**src/rtl/branch_pred_pkg.sv**
```systemverilog
`default_nettype none
// ============================================================================
//  Module      : branch_pred_pkg
//  Description : Shared encodings, the BTB entry layout and the direction
//                counter update used by the branch target predictor.
//  Revision    : 1.0 - initial release
// ============================================================================
package branch_pred_pkg;

    localparam logic [1:0] SNT = 2'b00;
    localparam logic [1:0] WNT = 2'b01;
    localparam logic [1:0] WT  = 2'b10;
    localparam logic [1:0] ST  = 2'b11;

    // Entry layout at the default geometry (XLEN=32, 16 entries).
    localparam int BTB_DEF_XLEN  = 32;
    localparam int BTB_DEF_TAG_W = 26;

    typedef struct packed {
        logic                     valid;
        logic [BTB_DEF_TAG_W-1:0] tag;
        logic [BTB_DEF_XLEN-1:0]  target;
        logic [1:0]               cnt;
    } btb_entry_t;

    function automatic logic [1:0] cnt_update(input logic [1:0] cnt, input logic taken);
        logic [1:0] nxt;
        nxt = cnt;
        if (taken && cnt != ST) begin
            nxt = cnt + 2'd1;
        end else if (!taken && cnt != SNT) begin
            nxt = cnt - 2'd1;
        end
        return nxt;
    endfunction

endpackage
`default_nettype wire

```
**src/rtl/btb_entry_array.sv**
```systemverilog
`default_nettype none
// ============================================================================
//  Module      : btb_entry_array
//  Description : Direct-mapped BTB storage: two async read ports, one sync
//                write port and a whole-array valid clear.
//  Revision    : 1.0 - initial release
// ============================================================================
module btb_entry_array
    import branch_pred_pkg::*;
#(
    parameter int XLEN    = 32,
    parameter int ENTRIES = 16,
    parameter int IDX_W   = $clog2(ENTRIES),
    parameter int TAG_W   = XLEN - IDX_W - 2
) (
    input  logic             clk,
    input  logic             rst_n,
    input  logic             i_clear,
    input  logic [IDX_W-1:0] i_rd0_idx,
    output logic             o_rd0_valid,
    output logic [TAG_W-1:0] o_rd0_tag,
    output logic [XLEN-1:0]  o_rd0_target,
    output logic [1:0]       o_rd0_cnt,
    input  logic [IDX_W-1:0] i_rd1_idx,
    output logic             o_rd1_valid,
    output logic [TAG_W-1:0] o_rd1_tag,
    output logic [XLEN-1:0]  o_rd1_target,
    output logic [1:0]       o_rd1_cnt,
    input  logic             i_wr_en,
    input  logic [IDX_W-1:0] i_wr_idx,
    input  logic             i_wr_valid,
    input  logic [TAG_W-1:0] i_wr_tag,
    input  logic [XLEN-1:0]  i_wr_target,
    input  logic [1:0]       i_wr_cnt
);

    typedef struct packed {
        logic             valid;
        logic [TAG_W-1:0] tag;
        logic [XLEN-1:0]  target;
        logic [1:0]       cnt;
    } entry_t;

    entry_t r_mem [ENTRIES];

    always_ff @(posedge clk or negedge rst_n) begin
        if (!rst_n) begin
            for (int i = 0; i < ENTRIES; i++) begin
                r_mem[i] <= '{valid: 1'b0, tag: '0, target: '0, cnt: WNT};
            end
        end else if (i_clear) begin
            // Clear wins over a same-cycle training write.
            for (int i = 0; i < ENTRIES; i++) begin
                r_mem[i].valid <= 1'b0;
            end
        end else if (i_wr_en) begin
            r_mem[i_wr_idx] <= '{valid: i_wr_valid, tag: i_wr_tag,
                                 target: i_wr_target, cnt: i_wr_cnt};
        end
    end

    assign o_rd0_valid  = r_mem[i_rd0_idx].valid;
    assign o_rd0_tag    = r_mem[i_rd0_idx].tag;
    assign o_rd0_target = r_mem[i_rd0_idx].target;
    assign o_rd0_cnt    = r_mem[i_rd0_idx].cnt;

    assign o_rd1_valid  = r_mem[i_rd1_idx].valid;
    assign o_rd1_tag    = r_mem[i_rd1_idx].tag;
    assign o_rd1_target = r_mem[i_rd1_idx].target;
    assign o_rd1_cnt    = r_mem[i_rd1_idx].cnt;

endmodule
`default_nettype wire

```
**src/rtl/branch_target_predictor.sv**
```systemverilog
`default_nettype none
// ============================================================================
//  Module      : branch_target_predictor
//  Description : BTB-based next-PC predictor with execute-side resolution,
//                training, registered redirect and mispredict statistics.
//  Revision    : 1.0 - initial release
// ============================================================================
module branch_target_predictor
    import branch_pred_pkg::*;
#(
    parameter int          XLEN    = 32,
    parameter int          ENTRIES = 16,
    parameter int unsigned PC_ADJ  = 4,
    parameter int          CNT_W   = 16
) (
    input  logic             clk_pi,
    input  logic             rst_n_pi,
    input  logic             flush_pi,
    input  logic             lookup_valid_pi,
    input  logic [XLEN-1:0]  lookup_pc_pi,
    output logic             pred_valid_po,
    output logic             pred_taken_po,
    output logic [XLEN-1:0]  pred_target_po,
    input  logic             resolve_valid_pi,
    input  logic [XLEN-1:0]  resolve_pc_pi,
    input  logic             isBranch_or_jump_pi,
    input  logic             branchCondTrue_pi,
    input  logic [XLEN-1:0]  branchOffset_pi,
    input  logic             resolve_pred_taken_pi,
    input  logic [XLEN-1:0]  resolve_pred_target_pi,
    output logic             isTakenBranch_po,
    output logic             redirect_po,
    output logic [XLEN-1:0]  redirect_pc_po,
    output logic [CNT_W-1:0] mispredict_count_po
);

    localparam int              IDX_W      = $clog2(ENTRIES);
    localparam int              TAG_W      = XLEN - IDX_W - 2;
    localparam logic [XLEN-1:0] c_pc_adj   = XLEN'(PC_ADJ);
    localparam logic [XLEN-1:0] c_inst_len = XLEN'(4);

    logic [IDX_W-1:0] w_lk_idx, w_rs_idx;
    logic [TAG_W-1:0] w_lk_tag, w_rs_tag;
    logic             w_lk_valid, w_rs_valid;
    logic [TAG_W-1:0] w_lk_etag, w_rs_etag;
    logic [XLEN-1:0]  w_lk_etarget, w_rs_etarget;
    logic [1:0]       w_lk_cnt, w_rs_cnt;
    logic             w_lk_hit, w_rs_hit, w_lk_taken;

    logic             w_wr_en, w_wr_valid;
    logic [TAG_W-1:0] w_wr_tag;
    logic [XLEN-1:0]  w_wr_target;
    logic [1:0]       w_wr_cnt;

    logic [XLEN-1:0]  w_actual_target, w_next_pc;
    logic             w_taken, w_mispredict;
    logic             w_unused;

    logic             r_pred_valid, r_pred_taken;
    logic [XLEN-1:0]  r_pred_target;
    logic             r_redirect;
    logic [XLEN-1:0]  r_redirect_pc;
    logic [CNT_W-1:0] r_mispredict_count;

    assign w_lk_idx = lookup_pc_pi[IDX_W+1:2];
    assign w_lk_tag = lookup_pc_pi[XLEN-1:IDX_W+2];
    assign w_rs_idx = resolve_pc_pi[IDX_W+1:2];
    assign w_rs_tag = resolve_pc_pi[XLEN-1:IDX_W+2];
    assign w_unused = ^{lookup_pc_pi[1:0], resolve_pc_pi[1:0]};

    btb_entry_array #(
        .XLEN    (XLEN),
        .ENTRIES (ENTRIES),
        .IDX_W   (IDX_W),
        .TAG_W   (TAG_W)
    ) u_btb (
        .clk          (clk_pi),
        .rst_n        (rst_n_pi),
        .i_clear      (flush_pi),
        .i_rd0_idx    (w_lk_idx),
        .o_rd0_valid  (w_lk_valid),
        .o_rd0_tag    (w_lk_etag),
        .o_rd0_target (w_lk_etarget),
        .o_rd0_cnt    (w_lk_cnt),
        .i_rd1_idx    (w_rs_idx),
        .o_rd1_valid  (w_rs_valid),
        .o_rd1_tag    (w_rs_etag),
        .o_rd1_target (w_rs_etarget),
        .o_rd1_cnt    (w_rs_cnt),
        .i_wr_en      (w_wr_en),
        .i_wr_idx     (w_rs_idx),
        .i_wr_valid   (w_wr_valid),
        .i_wr_tag     (w_wr_tag),
        .i_wr_target  (w_wr_target),
        .i_wr_cnt     (w_wr_cnt)
    );

    assign w_lk_hit   = w_lk_valid && (w_lk_etag == w_lk_tag);
    assign w_rs_hit   = w_rs_valid && (w_rs_etag == w_rs_tag);
    assign w_lk_taken = w_lk_hit && w_lk_cnt[1];

    // Fetch side: async read of pre-update contents gives read-before-write.
    always_ff @(posedge clk_pi or negedge rst_n_pi) begin
        if (!rst_n_pi) begin
            r_pred_valid  <= 1'b0;
            r_pred_taken  <= 1'b0;
            r_pred_target <= '0;
        end else if (flush_pi) begin
            r_pred_valid  <= 1'b0;
        end else if (lookup_valid_pi) begin
            r_pred_valid  <= 1'b1;
            r_pred_taken  <= w_lk_taken;
            r_pred_target <= w_lk_taken ? w_lk_etarget : lookup_pc_pi + c_inst_len;
        end else begin
            r_pred_valid  <= 1'b0;
        end
    end

    assign w_taken         = resolve_valid_pi && isBranch_or_jump_pi && branchCondTrue_pi;
    assign w_actual_target = resolve_pc_pi + branchOffset_pi + c_pc_adj;
    assign w_next_pc       = w_taken ? w_actual_target : resolve_pc_pi + c_inst_len;
    assign w_mispredict    = resolve_valid_pi &&
                             ((resolve_pred_taken_pi != w_taken) ||
                              (w_taken && (resolve_pred_target_pi != w_actual_target)));

    always_ff @(posedge clk_pi or negedge rst_n_pi) begin
        if (!rst_n_pi) begin
            r_redirect         <= 1'b0;
            r_redirect_pc      <= '0;
            r_mispredict_count <= '0;
        end else begin
            r_redirect    <= w_mispredict;
            r_redirect_pc <= w_next_pc;
            if (w_mispredict && (r_mispredict_count != '1)) begin
                r_mispredict_count <= r_mispredict_count + 1'b1;
            end
        end
    end

    always_comb begin
        w_wr_en     = 1'b0;
        w_wr_valid  = 1'b0;
        w_wr_tag    = w_rs_tag;
        w_wr_target = w_rs_etarget;
        w_wr_cnt    = w_rs_cnt;
        if (resolve_valid_pi) begin
            if (isBranch_or_jump_pi) begin
                if (w_rs_hit) begin
                    w_wr_en    = 1'b1;
                    w_wr_valid = 1'b1;
                    w_wr_cnt   = cnt_update(w_rs_cnt, w_taken);
                    if (w_taken) begin
                        w_wr_target = w_actual_target;
                    end
                end else if (w_taken) begin
                    w_wr_en     = 1'b1;
                    w_wr_valid  = 1'b1;
                    w_wr_target = w_actual_target;
                    w_wr_cnt    = WT;
                end
            end else if (w_rs_hit) begin
                // A non-branch matching an entry means the entry is a stale alias.
                w_wr_en    = 1'b1;
                w_wr_valid = 1'b0;
            end
        end
    end

    assign pred_valid_po       = r_pred_valid;
    assign pred_taken_po       = r_pred_taken;
    assign pred_target_po      = r_pred_target;
    assign isTakenBranch_po    = w_taken;
    assign redirect_po         = r_redirect;
    assign redirect_pc_po      = r_redirect_pc;
    assign mispredict_count_po = r_mispredict_count;

endmodule
`default_nettype wire

```
**config.mk**
```make
export PLATFORM = sky130hd
export DESIGN_NAME = branch_target_predictor
export DESIGN_NICKNAME = d
export VERILOG_FILES = /design/src/rtl/branch_pred_pkg.sv /design/src/rtl/btb_entry_array.sv /design/src/rtl/branch_target_predictor.sv
export SDC_FILE = /design/constraint.sdc
export NUM_CORES = 2
export LEC_CHECK = 0
export BUFFER_PORTS_ARGS = -buffer_cell sky130_fd_sc_hd__buf_2
export CAP_MARGIN = 20
export CORE_MARGIN = 1
export CORE_UTILIZATION = 30
export CTS_CLUSTER_SIZE = 14
export DETAILED_ROUTE_END_ITERATION = 10
export GPL_TIMING_DRIVEN = 0
export PLACE_DENSITY = 0.5
export SETUP_SLACK_MARGIN = 0.02
export SLEW_MARGIN = 20
export SYNTH_ARGS = -nofsm -noshare
export SYNTH_HDL_FRONTEND = slang
export SYNTH_SLANG_ARGS = --single-unit
```
**constraint.sdc**
```tcl
create_clock -name clk_pi -period 8.3 [get_ports clk_pi]
set_input_delay 1.66 -clock clk_pi [delete_from_list [all_inputs] [get_ports clk_pi]]
set_output_delay 1.66 -clock clk_pi [all_outputs]
set_load 0.1 [all_outputs]
```
==> flow_summary.json <==
{
  "cts_setup_buffers": 0,
  "vias": 45046,
  "fillers": 19210,
  "tightest_slew_ns": 1.310,
  "finalCriticalPeriod_ns": 8.183,
  "max_freq_mhz": 122.2,
  "rows": 161,
  "powerDensity_nw_per_um2": 204.4,
  "cts_root_buf": "clkbuf_16",
  "cts_buffers": 113,
  "die-area_um2": 195800,
  "clk_pin_slew_ns": 0.06,
  "status": "finished clean",
  "reg2reg_slack_ns": 2.25,
  "gp_congestion": 0.9336,
  "grt_pass1_wl_mm": 357.2,
  "relSlewSlack": 0.1234,
  "drive_above_1_share": 0.3020,
  "synth.area.top_cells": "dfrtp_1 45%, mux4_2 23%, mux2_2 6.1%",
  "cts_tree": "done",
  "layout_commonest_cell": "dfrtp_1",
  "slew_viol_final": 0,
  "worstSetupPathType": "in2reg",
  "synth-seq-area-share": 0.4555,
  "port_buffers": 215,
  "fin_skew_ns": 0.05491,
  "drtAntennaViolNets": 0,
  "grt_max_degree": 129,
  "ys_ff_latch": 1059,
  "crit_path_cell_trace": "buf_2 -> buf_2 -> buf_2 -> buf_2 -> buf_2 -> clkbuf_1 -> clkbuf_2 -> buf_2 -> inv_1 -> ha_1 -> nor2b_1 -> nand3_1 -> buf_2 -> clkdlybuf4s15_1 -> nand2_1 -> o21ai_0",
  "drv_cap": 0,
  "required_ns": 8.97,
  "syn_area_per_cell_um2": 12.40,
  "placed_area_um2": 62870,
  "hold_viol_final": 0,
  "grt_pass1_vias": 44500,
  "antenna_found_initial": 23,
  "wl_mm": 256.5,
  "synth.distinct_cells": 76,
  "p_leak_uw": 0.02856,
  "cts_buffer_depth": 3,
  "drcViolationCount": 0,
  "slowest_stage": "clkdlybuf4s15_1",
  "synth_fp_nets": 4902,
  "first_iter_violations": 5242,
  "rsz0062_at_grt": "false",
  "ys.warnings.count": 0,
  "gr-total-overflow": 0,
  "critPathMaxFanout": 10,
  "area_growth_pct": 14.83,
  "htreeDepth": 3,
  "syn_inst": 4696,
  "fin_ws_ns": 0.1166,
  "cp-start-kind": "primary input",
  "hold_depth": 2,
  "wire_per_inst_um": 33.46,
  "yosysTopAreaCellShare": 0.4483,
  "die_y_um": 442.5,
  "place_hpwl_mm": 188.5,
  "hold_path_class": "reg2reg",
  "syn-cell-area_um2": 58220,
  "coreArea_um2": 192600,
  "clock_sinks": 1059,
  "grtUsageTotal": 0.2583,
  "clock_latency_ns": 0.81,
  "final_cell_mix": "1043 x dfrtp_1, 654 x nand2_1, 587 x mux4_2",
  "tns_ns": 0,
  "layout.nets": 5246,
  "place_ws_ns": -1.922,
  "ir_drop_v": 0.0001551,
  "synth_edf_count": 0,
  "vias_per_cell": 5.876,
  "slowest_delay_ns": 0.86,
  "endpoint_kind": "flip-flop",
  "cp_common_cell": "buf_2",
  "dr.pass1.iters": 6,
  "fin_area_um2": 66860,
  "critical_path_arrival_ns": 8.86,
  "utilization": 0.3472,
  "pin_count": 220,
  "start_util": 0.3023,
  "finalSetupViolCount": 0,
  "period_share": 0.9860,
  "synth_top_area_cell": "dfrtp_1",
  "fp.dieW_um": 442.5,
  "async_flop_share": 1.000,
  "synth-main-ff-cell": "dfrtp_1",
  "reg2reg_depth": 12
}
[metrics by stage]
step	hold WS [ns]	total power [uW]	std cells
global placement	0.4705	8248	7437
finish	0.4751	13670	7666
floorplan	0.4609	7346	4696
global route	0.5152	14050	7662
detailed placement	0.4693	8292	7452
CTS	0.4822	13680	7658
[worst paths after layout]
| kind | startpoint | to |
|---|---|---|
| setup / recovery | resolve_pc_pi[3] | u_btb.r_mem[237]$_DFFE_PN0P_ |
| hold / removal | pred_target_po[0]$_DFFE_PN0P_ | pred_target_po[0]$_DFFE_PN0P_ |
| setup reg to reg | u_btb.r_mem[607]$_DFFE_PN0P_ | u_btb.r_mem[237]$_DFFE_PN0P_ |
| hold reg to reg | pred_target_po[0]$_DFFE_PN0P_ | pred_target_po[0]$_DFFE_PN0P_ |
| max in group asynchronous | rst_n_pi | u_btb.r_mem[953]$_DFFE_PN0P_ |
| min in group asynchronous | rst_n_pi | u_btb.r_mem[377]$_DFFE_PN0P_ |
[flip-flops by register name, summed over array words and instances, names as in the netlist]
signal and count:
redirect_pc_po 32, mispredict_count_po 16, pred_taken_po 1, pred_target_po 32, pred_valid_po 1, redirect_po 1, u_btb.r_mem 976
[cell usage after synthesis, drive strengths merged, types with 4 or more instances]
cell / number
xnor2: 101
nand3: 95
a22oi: 4
nand4: 28
mux4: 587
and3: 37
o21bai: 4
nor2: 142
a21oi: 128
o31ai: 4
a21o: 23
nor3: 17
a211oi: 11
a2111oi: 5
nand2: 654
nor4: 9
dfrtp: 1043
a31oi: 9
dfstp: 16
clkbuf: 266
buf: 181
xor2: 62
inv: 29
a21boi: 16
o21a: 19
o21ai: 609
and2: 10
xnor3: 8
and4: 5
ha: 69
nand2b: 5
o22ai: 4
nor2b: 10
mux2: 354
o211ai: 10
mux2i: 77
[report_power, final]
group          switching, uW  internal, uW
Combinational           1650           855
Clock                   2340          3080
Sequential               241          5500
Total                   4230          9430
[critical path, delay by kind of cell]
family / cells / cell delay, ns
adder cells (fa/ha/maj): 1 / 0.33
AND/OR/NAND/NOR: 3 / 1.18
buffers and inverters: 11 / 5.50
AO/OA/AOI/OAI: 1 / 0.11
[logic make-up (layout without fill, tap and decap cells)]
| logic type | count (synthesis) | after routing | synth area share |
|---|---|---|---|
| AO/OA/AOI/OAI | 874 | 874 | 0.08199 |
| XOR/XNOR | 172 | 172 | 0.02802 |
| adder cells (fa/ha/maj) | 70 | 70 | 0.01517 |
| buffers and inverters | 478 | 914 | 0.03585 |
| flip-flops | 1059 | 1059 | 0.4555 |
| multiplexers | 1018 | 1018 | 0.3088 |
| other | 0 | 8 | 0 |
| AND/OR/NAND/NOR | 1025 | 1025 | 0.07468 |
[what timing repair did]
| action | 4_1_cts | 5_1_grt |
|---|---|---|
| resized for setup | 4 | 22 |
| endpoints found under the setup margin | 300 | 56 |
| hold buffers | 0 | 0 |
[area by class of cell]
class	count	area (um2)	share of cell area
Tap cell	2526	3161	0.04727
Inverter	31	116.4	0.001741
Clock buffer	170	3373	0.05046
Multi-Input combinational cell	3159	29690	0.4441
Sequential cell	1059	26520	0.3967
Clock inverter	37	506.7	0.007580
Antenna cell	8	20.02	0.0002994
Buffer	446	2056	0.03075
Timing Repair Buffer	230	1415	0.02117
[layer usage]
metal  global-route usage  part of all wire
met5                    0           0.00041
met4               0.1657             0.072
met3              0.06242             0.094
met2               0.3845              0.44
met1               0.3363              0.39
Note: power is estimated with default switching activity, not from simulation.
